$ cat config.mk
export PLATFORM = sky130hd
export DESIGN_NAME = adpcm_codec
export DESIGN_NICKNAME = d
export VERILOG_FILES = /design/src/rtl/adpcm_pkg.sv /design/src/rtl/adpcm_decoder.sv /design/src/rtl/adpcm_encoder.sv /design/src/rtl/adpcm_codec.sv
export SDC_FILE = /design/constraint.sdc
export NUM_CORES = 1
export LEC_CHECK = 0
export CAP_MARGIN = 20
export CORE_UTILIZATION = 45
export CTS_CLUSTER_SIZE = 14
export DETAILED_ROUTE_END_ITERATION = 8
export HOLD_SLACK_MARGIN = 0.1
export PLACE_DENSITY_LB_ADDON = 0.05
export SYNTH_ARGS = -nofsm -noshare
export SYNTH_HDL_FRONTEND = slang
export SYNTH_SLANG_ARGS = --single-unit
$ cat constraint.sdc
create_clock -name clk -period 18.8 [get_ports clk]
set_clock_uncertainty 0.15 [all_clocks]
set_input_delay 3.76 -clock clk [delete_from_list [all_inputs] [get_ports clk]]
set_output_delay 3.76 -clock clk [all_outputs]
set_load 0.05 [all_outputs]
$ cat src/rtl/adpcm_pkg.sv
// Shared IMA-ADPCM tables and the arithmetic helpers used by both the encoder and the decoder.
// Keeping them here guarantees the two predictors evolve identically.
package adpcm_pkg;

  localparam int SAMPLE_W  = 16;
  localparam int CODE_W    = 4;
  localparam int INDEX_W   = 7;
  localparam int INDEX_MAX = 88;

  localparam int STEP [0:88] = '{
    7, 8, 9, 10, 11, 12, 13, 14, 16, 17, 19, 21, 23, 25, 28, 31, 34, 37, 41, 45,
    50, 55, 60, 66, 73, 80, 88, 97, 107, 118, 130, 143, 157, 173, 190, 209, 230,
    253, 279, 307, 337, 371, 408, 449, 494, 544, 598, 658, 724, 796, 876, 963,
    1060, 1166, 1282, 1411, 1552, 1707, 1878, 2066, 2272, 2499, 2749, 3024, 3327,
    3660, 4026, 4428, 4871, 5358, 5894, 6484, 7132, 7845, 8630, 9493, 10442,
    11487, 12635, 13899, 15289, 16818, 18500, 20350, 22385, 24623, 27086, 29794,
    32767
  };

  localparam int IDX [0:7] = '{-1, -1, -1, -1, 2, 4, 6, 8};

  function automatic logic [14:0] step_size(input logic [INDEX_W-1:0] index);
    return 15'(STEP[index]);
  endfunction

  // vp = st/8 + st*mag[2] + st/2*mag[1] + st/4*mag[0], never exceeds 16 bits.
  function automatic logic [15:0] step_vp(input logic [INDEX_W-1:0] index,
                                          input logic [2:0] mag);
    logic [15:0] st;
    logic [15:0] vp;
    st = {1'b0, step_size(index)};
    vp = st >> 3;
    if (mag[2]) vp = vp + st;
    if (mag[1]) vp = vp + (st >> 1);
    if (mag[0]) vp = vp + (st >> 2);
    return vp;
  endfunction

  function automatic logic signed [15:0] pred_update(input logic signed [15:0] pred,
                                                     input logic sign,
                                                     input logic [15:0] vp);
    logic signed [17:0] ext_pred;
    logic signed [17:0] ext_vp;
    logic signed [17:0] sum;
    ext_pred = 18'(pred);
    ext_vp   = $signed({2'b00, vp});
    sum      = sign ? (ext_pred - ext_vp) : (ext_pred + ext_vp);
    if (sum > 18'sd32767)       return 16'sh7FFF;
    else if (sum < -18'sd32768) return 16'sh8000;
    else                        return sum[15:0];
  endfunction

  function automatic logic [INDEX_W-1:0] index_update(input logic [INDEX_W-1:0] index,
                                                      input logic [2:0] mag);
    logic signed [8:0] nxt;
    nxt = $signed({2'b00, index}) + 9'(IDX[mag]);
    if (nxt < 9'sd0)                 return '0;
    else if (nxt > 9'sd88)           return 7'(INDEX_MAX);
    else                             return nxt[INDEX_W-1:0];
  endfunction

endpackage

$ cat src/rtl/adpcm_decoder.sv
// IMA-ADPCM decoder: rebuilds the predicted sample from the registered code stream.
module adpcm_decoder
  import adpcm_pkg::*;
(
  input  logic                       clk,
  input  logic                       reset,
  input  logic        [CODE_W-1:0]   code,
  output logic signed [SAMPLE_W-1:0] predsample
);

  logic [INDEX_W-1:0] index;

  always_ff @(posedge clk) begin
    if (reset) begin
      predsample <= '0;
      index      <= '0;
    end else begin
      predsample <= pred_update(predsample, code[3], step_vp(index, code[2:0]));
      index      <= index_update(index, code[2:0]);
    end
  end

endmodule

$ cat src/rtl/adpcm_encoder.sv
// IMA-ADPCM encoder: one 16-bit sample in, one registered 4-bit code out per clock.
module adpcm_encoder
  import adpcm_pkg::*;
(
  input  logic                       clk,
  input  logic                       reset,
  input  logic signed [SAMPLE_W-1:0] sample,
  output logic        [CODE_W-1:0]   code
);

  logic signed [SAMPLE_W-1:0] pred;
  logic        [INDEX_W-1:0]  index;

  logic signed [16:0] diff;
  logic        [16:0] rem;
  logic        [16:0] st;
  logic               sign;
  logic        [2:0]  mag;

  // Successive approximation of |diff| against st, st/2, st/4.
  always_comb begin
    diff = 17'(sample) - 17'(pred);
    sign = diff[16];
    rem  = sign ? 17'(-diff) : 17'(diff);
    st   = {2'b00, step_size(index)};
    mag  = '0;
    if (rem >= st) begin
      mag[2] = 1'b1;
      rem    = rem - st;
    end
    st = st >> 1;
    if (rem >= st) begin
      mag[1] = 1'b1;
      rem    = rem - st;
    end
    st = st >> 1;
    if (rem >= st) mag[0] = 1'b1;
  end

  always_ff @(posedge clk) begin
    if (reset) begin
      pred  <= '0;
      index <= '0;
      code  <= '0;
    end else begin
      pred  <= pred_update(pred, sign, step_vp(index, mag));
      index <= index_update(index, mag);
      code  <= {sign, mag};
    end
  end

endmodule

$ cat src/rtl/adpcm_codec.sv
// Encoder/decoder loopback: the registered code is both a block output and the decoder input,
// so predsample trails the encoder predictor by exactly one cycle.
module adpcm_codec
  import adpcm_pkg::*;
(
  input  logic                       clk,
  input  logic                       reset,
  input  logic signed [SAMPLE_W-1:0] sample,
  output logic        [CODE_W-1:0]   code,
  output logic signed [SAMPLE_W-1:0] predsample
);

  adpcm_encoder u_encoder (
    .clk    (clk),
    .reset  (reset),
    .sample (sample),
    .code   (code)
  );

  adpcm_decoder u_decoder (
    .clk        (clk),
    .reset      (reset),
    .code       (code),
    .predsample (predsample)
  );

endmodule

==> results of run 1 <==
-- synthesized netlist by cell type (18+ instances only) --
cell	count	share of area, %
o21bai_1	34	1.7
nor2_1	183	4.4
nand2_1	174	4.2
nor2b_1	25	1.0
o21a_1	26	1.3
dfxtp_1	50	6.5
a21o_1	52	2.5
ha_1	226	18
mux2_2	27	2.0
nand2b_1	37	1.5
nand3_1	52	1.7
o22ai_1	18	0.73
mux2i_1	34	2.2
a21oi_1	210	6.8
a211oi_1	29	1.4
inv_1	134	3.3
a31oi_1	24	0.97
nor3_1	53	1.7
o31ai_1	23	1.1
xor2_1	61	3.5
and3_1	26	1.1
xnor2_1	113	6.4
clkbuf_1	68	1.7
o21ai_0	153	5.0
-- cells by family (layout without fill, tap and decap cells) --
logic type,Yosys count,in the layout
simple gates,646,647
buf+inv,234,238
compound gates,773,773
fa+ha+maj,239,239
xor+xnor,174,174
mux,64,64
flops,50,50
-- what timing repair did --
item | 4_1_cts | 5_1_grt
buffers inserted | 0 | 5
endpoints found under the setup margin | 0 | 16
resized for setup | 0 | 28
-- final cells by class --
type                            count  share of cell area, %
Multi-Input combinational cell   1897                   81.9
Sequential cell                    50                   6.00
Timing Repair Buffer               88                   4.58
Tap cell                          448                   3.36
Inverter                          142                   3.21
Clock buffer                        5                  0.749
Clock inverter                      3                  0.172
-- per-stage QoR --
step / utilization [%] / cell area (µm²) / worst slack [ns] / setup TNS (ns) / hold WS, ns
after floorplan: - / 15500 / 0.0194 / 0 / 0.406
after global placement: 48.7 / 16400 / -0.122 / -0.900 / 0.429
after detailed placement: 48.7 / 16400 / -0.167 / -1.60 / 0.428
after CTS: 49.2 / 16500 / 0.111 / 0 / 0.441
after global routing: 49.7 / 16700 / -0.0645 / -0.160 / 0.481
final: 49.7 / 16700 / 0.841 / 0 / 0.435
-- how the worst min path moves through the flow --
stage | startpoint | to | cells after the start
2_1_floorplan | u_encoder.pred[0] | u_encoder.pred[0] | 3
3_3_place_gp | u_decoder.predsample[0] | u_decoder.predsample[0] | 3
3_5_place_dp | u_decoder.predsample[0] | u_decoder.predsample[0] | 3
4_1_cts | u_decoder.predsample[0] | u_decoder.predsample[0] | 3
5_1_grt | u_decoder.predsample[0] | u_decoder.predsample[0] | 3
6_report | u_decoder.predsample[0] | u_decoder.predsample[0] | 3
-- flip-flops by register name (all words and copies together) (netlist names) --
register and cells:
u_decoder.index 7, u_encoder.pred 16, u_encoder.code 4, u_encoder.index 7, u_decoder.predsample 16
-- layer usage --
layer	vias to the layer above	global-route usage, %	wire length [µm]
met2	408	46.1	22500
met3	78	1.46	1800
met5	-	0	0
met4	0	7.85	1230
met1	7497	34.7	21900
li1	8075	-	-
-- worst max-delay path: cells and delay by family --
| kind | cells | cell delay (ns) |
|---|---|---|
| compound gates | 29 | 6.45 |
| simple gates | 19 | 3.22 |
| fa+ha+maj | 7 | 2.07 |
| buf+inv | 5 | 1.16 |
| mux | 3 | 0.98 |
| xor+xnor | 2 | 0.36 |
-- cell usage in the layout, fill, tap and decap left out, drive strengths merged, types with 27 or more instances in the layout --
cell / Yosys / routed
a211oi: 32 / 32
mux2: 27 / 27
nor2: 184 / 184
nor3: 54 / 54
nand2: 175 / 176
clkdlybuf4s50: 0 / 37
o21bai: 34 / 34
ha: 226 / 226
a21o: 52 / 52
inv: 137 / 138
a21oi: 211 / 211
xnor2: 113 / 113
dfxtp: 50 / 50
buf: 24 / 51
nand3: 52 / 52
o21ai: 166 / 166
xor2: 61 / 61
nand2b: 37 / 37
mux2i: 34 / 34
==> results by group, run 1 <==
Die
  – Chip height: roughly 190 µm
  – Row cnt: 67
  – Initial Util: 46.0%
  – # IOs: 38
  – Die width: 187 µm
  – CORE AREA: 33600 µm²
  – Die area: around 35000 µm²

Synthesis
  – Synth warn: 0
  – Post-synthesis register bit count: 50
  – Post-synth top flop: dfxtp_1
  – Syn Inst Count: 2180
  – Seq/Total Area, Yosys: 6.48%
  – Xor/xnor share of the synthesized area: under 10%
  – Largest family of logic cells by synthesized area: compound AO/OA/AOI/OAI gates
  – Yosys cell types: about 100
  – Post-synthesis mux area share: approximately 4.6%
  – Post-synth ARST share: 0%
  – Mean area per synthesized cell: 7.09 µm²
  – Syn Nets: 2437
  – Post-synthesis compound-gate area fraction: 33.3%
  – Synth Area in Adders: between 10% and 20%
  – Number of synthesized flops with an enable pin: 0
  – Cell Area, Synth: roughly 15000 µm²
  – Simple-gate share of the synthesized area: 20.0%

Layout
  – P&R area growth vs syn: 8.10%
  – Storage cell area: roughly 1000 µm²
  – Area of the multi-input gates: 13700 µm²
  – Non-Filler Instances: 2633
  – Ratio of cells with drive above 1 in the final layout: 7.51%
  – Final nets: 2441
  – Ant diodes: 0
  – Fill cell count: 3374

Placed design
  – Routability cong.: 0.955
  – Port Buffers: 37
  – # placed instances: 2619
  – Dpl hpwl: 37400 µm

Global routing
  – Largest net degree at the start of global routing: slightly below 70
  – Global-route wire length before repair: 77300 µm
  – GR Overflow Total: 0
  – Overall routing resource usage: 26.4%
  – Vias in the first global route: 15142
  – Initial antenna violation count: 0

CTS
  – Worst-path clk slew: 0.08 ns
  – Clk_lat worst skew: slightly above 0.3 ns
  – CTS max path bufs: 2
  – Num CTS Buffers: 5
  – CTS tree: done
  – Hold Buf Count CTS: 0
  – Clock sink count: 50
  – Htree depth: 2
  – CTS Root Cell: clkbuf_16

Detailed routing
  – Vias per inst: about 6
  – First-pass DRT Iterations: 6
  – Via count: 16058
  – Initial drt markers: between 1000 and 1500
  – DRT antenna net count: 0
  – Wirelength, routed: 47300 µm
  – Wire per inst: around 18 µm
  – Residual DRC: 0

Timing
  – Rel. slew slack: 35.8%
  – Worst-margin pin slew: approximately 0.96 ns
  – Count of final max-slew check failures: 0
  – Fin. Hold Viols: 0
  – Minimum clock period: 17.96 ns
  – Highest clock rate: 55.7 MHz
  – Period utilization: between 90% and 100%
  – Final setup vio count: 0

Worst setup path
  – FF-to-FF path depth: 64
  – Worst path max stage delay: 0.47 ns
  – Worst Path Required: 18.87 ns
  – Crit path from: sample[0]
  – Worst-path fanout max: 22
  – Setup crit end: u_encoder.pred[9]
  – Slowest CP cell: clkdlybuf4s50_1
  – FF-to-FF End: u_encoder.pred[9]
  – Critical path's most frequent cell: ha_1
  – Crit path DAT: 18.03 ns
  – R2R Setup Slk: 3.68 ns
  – Worst Setup Start Kind: primary input
  – Critical Path End Type: flop
  – Critical path class: in2reg
  – RR Startpoint: u_encoder.index[1]

Outcome
  – Status: complete, no violations

Worst hold path
  – Min-delay worst type: reg2reg

Flow run
  – Max-cap violation count: 0
Power of run 1 is not shown: default switching activity piles up to over one toggle a cycle in this logic, so the estimate is an artifact.
==> inputs of run 2 (changes only) <==
Clock period 18.8 ns to 18.6 ns, I/O delays scaled along.
==> run 2 against run 1 <==
- global-route usage grew 0.31 points
- final cell count is essentially flat
- utilization grew 0.13 points
- sequential share of layout area is essentially flat
- via count is essentially flat
- first-iteration DRC count shrank 2.2%
- critical path type unchanged
==> results by group, run 2 (same netlist as run 1, synthesis figures left out) <==
Worst setup path
  – Crit path DAT: 17.84 ns
  – Critical path class: in2reg
  – Worst-path fanout max: 10
  – Worst Setup Start Kind: primary input
  – Worst path max stage delay: 0.49 ns
  – Critical Path End Type: flop
  – Slowest CP cell: or4_1
  – R2R Setup Slk: 3.55 ns
  – Worst Path Required: 18.68 ns

Placed design
  – Dpl hpwl: 37400 µm
  – Port Buffers: 37
  – Routability cong.: 0.922
  – # placed instances: 2620

Timing
  – Hold WS: about 0.45 ns
  – Fin. Hold Viols: 0
  – Minimum clock period: 17.76 ns
  – Highest clock rate: 56.3 MHz
  – Rel. slew slack: 34.1%
  – Worst-margin pin slew: 0.982 ns
  – Count of final max-slew check failures: 0
  – Period utilization: roughly 95%
  – Final setup vio count: 0

Die
  – Chip height: 187 µm
  – Initial Util: between 40 and 50%
  – # IOs: 38
  – Row cnt: 67
  – CORE AREA: 33600 µm²
  – Die area: between 30000 and 40000 µm²
  – Die width: roughly 190 µm

Detailed routing
  – Wire per inst: 18.0 µm
  – Wirelength, routed: 47500 µm
  – Initial drt markers: around 1100
  – DRT antenna net count: 0
  – First-pass DRT Iterations: 8
  – Via count: 16050
  – Residual DRC: 0
  – Vias per inst: 6.09

Global routing
  – Global-route wire length before repair: 77700 µm
  – Largest net degree at the start of global routing: 68
  – Overall routing resource usage: 26.7%
  – GR Overflow Total: 0
  – Initial antenna violation count: 0
  – Vias in the first global route: 15106

Layout
  – Commonest non-fill, non-tap cell in the layout: ha_1
  – Ratio of cells with drive above 1 in the final layout: 8.09%
  – Biggest regs: u_decoder.predsample x16, u_encoder.pred x16
  – Ant diodes: 0
  – Non-Filler Instances: ~2600
  – Final nets: 2443
  – Most frequent cells in the layout: ha_1, a21oi_1, nor2_1
  – P&R area growth vs syn: 8.39%

CTS
  – Htree depth: 2
  – CTS Root Cell: clkbuf_16
  – Hold Buf Count CTS: 0
  – Worst-path clk slew: about 0.09 ns
  – CTS tree: done
  – CTS max path bufs: 2
  – Num CTS Buffers: 5
  – Clock sink count: 50
  – Clk_lat worst skew: approximately 0.33 ns

Outcome
  – Status: complete, no violations

Flow run
  – Max-cap violation count: 0

Worst hold path
  – Min-delay worst type: reg2reg
run 2: changes by cell type in the layout (fill, tap and decap cells not counted), moves of 2 or more:
cell and change:
a2111oi_0 -3, a2111oi_2 +3, a21oi_1 -2, a21oi_2 +2, a311oi_1 -2, a311oi_2 +2, nand2_2 +2, nand2_4 -2
o21ai_0 +2, o21ai_1 -2
run 2: per-stage QoR:
step | setup WS, ns | cell area [µm²] | utilization, % | TNS (ns)
2_1_floorplan | 0.0461 | 15500 | - | 0
3_3_place_gp | 0.0704 | 16400 | 48.7 | 0
3_5_place_dp | -0.346 | 16400 | 48.8 | -4.02
4_1_cts | 0.157 | 16600 | 49.2 | 0
5_1_grt | -0.0592 | 16700 | 49.8 | -0.170
6_report | 0.844 | 16700 | 49.8 | 0
run 2: final timing paths:
path | cells after the start | to | start
worst min register to register | 3 | u_decoder.predsample[0] | u_decoder.predsample[0]
worst min-delay path | 3 | u_decoder.predsample[0] | u_decoder.predsample[0]
worst max register to register | 62 | u_encoder.pred[5] | u_encoder.index[2]
worst max-delay path | 65 | u_encoder.pred[5] | sample[0]
run 2: final cells by class:
type                            instances  area, µm²
Fill cell                            3443      16900
Timing Repair Buffer                   90        783
Sequential cell                        50       1000
Clock buffer                            5        125
Inverter                              142        533
Tap cell                              448        561
Multi-Input combinational cell       1897      13700
Clock inverter                          3       28.8
run 2: per-layer routing:
layer / track usage [%] / part of all wire [%] / up-vias
li1: - / - / 8062
met1: 35.2 / 45 / 7492
met2: 46.1 / 48 / 434
met3: 1.95 / 4.5 / 62
met4: 7.98 / 2.6 / 0
met5: 0 / 0 / -
run 2: what timing repair did:
| action | in CTS | in global routing |
|---|---|---|
| setup buffers | 0 | 6 |
| gates cloned | 0 | 1 |
| gates resized for setup | 1 | 37 |
| pin swaps | 0 | 11 |
| endpoints found under the setup margin | 2 | 16 |
run 2: critical path: cells and delay by family:
| family | cells | cell delay, ns |
|---|---|---|
| and+or+nand+nor | 16 | 3.15 |
| AOI/OAI and AO/OA | 32 | 6.44 |
| adders and majority gates | 7 | 2.01 |
| xor gates and xnor gates | 2 | 0.46 |
| buffers and inverters | 4 | 0.68 |
| muxes | 4 | 1.38 |
Power of run 2 is left out for the same reason.
==> inputs of run 3 (changes only) <==
==> constraint.sdc (replaced) <==
create_clock -name clk -period 18.35 [get_ports clk]
set_clock_uncertainty 0.15 [all_clocks]
set_input_delay 5.505 -clock clk [delete_from_list [all_inputs] [get_ports clk]]
set_output_delay 5.505 -clock clk [all_outputs]
set_load 0.05 [all_outputs]
==> run 3 against run 2 <==
- non-clock buffer count rose by 221
- final cell count rose by 8.4%
- critical path depth did not move
- largest cell class unchanged
- highest routed layer unchanged
==> results by group, run 3 (same netlist as run 1, synthesis figures left out) <==
Placed design
  – Dpl hpwl: approximately 39000 µm
  – Port Buffers: 37
  – Routability cong.: 0.935

CTS
  – Num CTS Buffers: 5
  – CTS max path bufs: 2
  – Clock sink count: 50
  – Htree depth: 2
  – Clk_lat worst skew: between 0.3 and 0.4 ns
  – CTS tree: done
  – Worst-path clk slew: around 0.080 ns
  – CTS Root Cell: clkbuf_16

Layout
  – Biggest regs: u_decoder.predsample x16, u_encoder.pred x16
  – Commonest non-fill, non-tap cell in the layout: buf_4
  – Most frequent cells in the layout: buf_4, ha_1, a21oi_1
  – Final nets: 2664
  – P&R area growth vs syn: 23.1%
  – Ratio of cells with drive above 1 in the final layout: 19.1%
  – Ant diodes: 0

Timing
  – Worst-margin pin slew: a little under 1 ns
  – Final setup vio count: 0
  – Count of final max-slew check failures: 0
  – Rel. slew slack: 34.9%
  – Highest clock rate: between 50 and 60 MHz
  – Fin Setup TNS: 0 ns
  – Hold WS: 0.444 ns
  – Fin. Hold Viols: 0
  – Minimum clock period: 17.93 ns
  – RSZ-0062 raised after global routing: yes
  – Period utilization: 97.7%

Global routing
  – Vias in the first global route: 16212
  – Overall routing resource usage: 27.6%
  – Largest net degree at the start of global routing: 68
  – GR Overflow Total: 0
  – Initial antenna violation count: 0
  – Global-route wire length before repair: 80900 µm

Die
  – # IOs: 38
  – Die area: ~35000 µm²
  – Chip height: 187 µm
  – Initial Util: 46.0%
  – CORE AREA: 33600 µm²
  – Die width: 187 µm
  – Row cnt: 67

Worst setup path
  – FF-to-FF End: u_encoder.pred[11]
  – Critical Path End Type: flop
  – Setup crit end: u_encoder.pred[11]
  – Slowest CP cell: or4_1
  – Worst Setup Start Kind: primary input
  – Worst path depth: 65
  – Cell family with most CP delay: compound AO/OA/AOI/OAI gates
  – Buf/Inv on CP: 6
  – R2R Setup Slk: 4.12 ns
  – FF-to-FF path depth: 63
  – Worst Path Required: around 18 ns
  – RR Startpoint: u_encoder.index[1]
  – Crit path DAT: 17.98 ns
  – Worst-path fanout max: 7
  – Worst path max stage delay: 0.53 ns
  – Critical path class: in2reg
  – Crit path from: sample[8]

Outcome
  – Status: complete, no violations

Detailed routing
  – Wirelength, routed: 49600 µm
  – Wire per inst: 17.4 µm
  – Initial drt markers: 1071
  – Via count: 16955
  – Vias per inst: 5.94
  – Residual DRC: 0
  – First-pass DRT Iterations: 7
  – DRT antenna net count: 0

Worst hold path
  – Min-delay worst type: reg2reg

Flow run
  – Max-cap violation count: 0
## run 3: cell count changes in the layout (fill, tap and decap cells not counted), sizes merged
cell           before  now
buf                53  275
clkdlybuf4s50      37   28
dlymetal6s2s        0    8
bufinv              0    1
inv               139  138
## run 3: timing repair
item,CTS,global route
setup endpoints to repair,15,16
gates resized for setup,5,103
buffers inserted,2,20
cloned,1,0
hold buffers,0,0
pin swaps,2,69
## run 3: cell type report
class	instances	area, µm²
Clock inverter	3	47.5
Timing Repair Buffer	311	2510
Fill cell	3201	14600
Tap cell	448	561
Sequential cell	50	1000
Inverter	142	548
Multi-Input combinational cell	1897	14200
Clock buffer	5	125
## run 3: how the worst min path moves through the flow
| stage | cells past startpoint | end | startpoint |
|---|---|---|---|
| after floorplan | 3 | u_encoder.pred[0] | u_encoder.pred[0] |
| after global placement | 3 | u_decoder.predsample[0] | u_decoder.predsample[0] |
| after detailed placement | 3 | u_decoder.predsample[0] | u_decoder.predsample[0] |
| after CTS | 3 | u_decoder.predsample[0] | u_decoder.predsample[0] |
| after global routing | 3 | u_decoder.predsample[0] | u_decoder.predsample[0] |
| final | 3 | u_decoder.predsample[0] | u_decoder.predsample[0] |
## run 3: through the flow
stage                     cell area (µm²)  worst slack (ns)  util, %  std cells
final                               19000             0.419     56.6       2856
after global routing                19000            -0.271     56.6       2856
after CTS                           18400            0.0169     54.7       2835
after detailed placement            18200            -0.671     54.1       2824
after global placement              18200            -0.282     54.1       2824
after floorplan                     15800            -0.179        -       2180
## run 3: worst reg2reg max path, delay by kind of cell (launching register included)
family / cells / cell delay [ns]
buffers and inverters: 5 / 1.00
muxes: 3 / 0.89
DFF: 1 / 0.81
AOI/OAI and AO/OA: 36 / 6.82
and+or+nand+nor: 13 / 2.57
adders and majority gates: 6 / 1.86
## run 3: metal layers
metal	global-route usage [%]	part of all wire, %
met5	0	0
met4	9.52	2.7
met3	2.08	4.1
met2	49.5	50
met1	34.5	44
Power of run 3 is left out for the same reason.
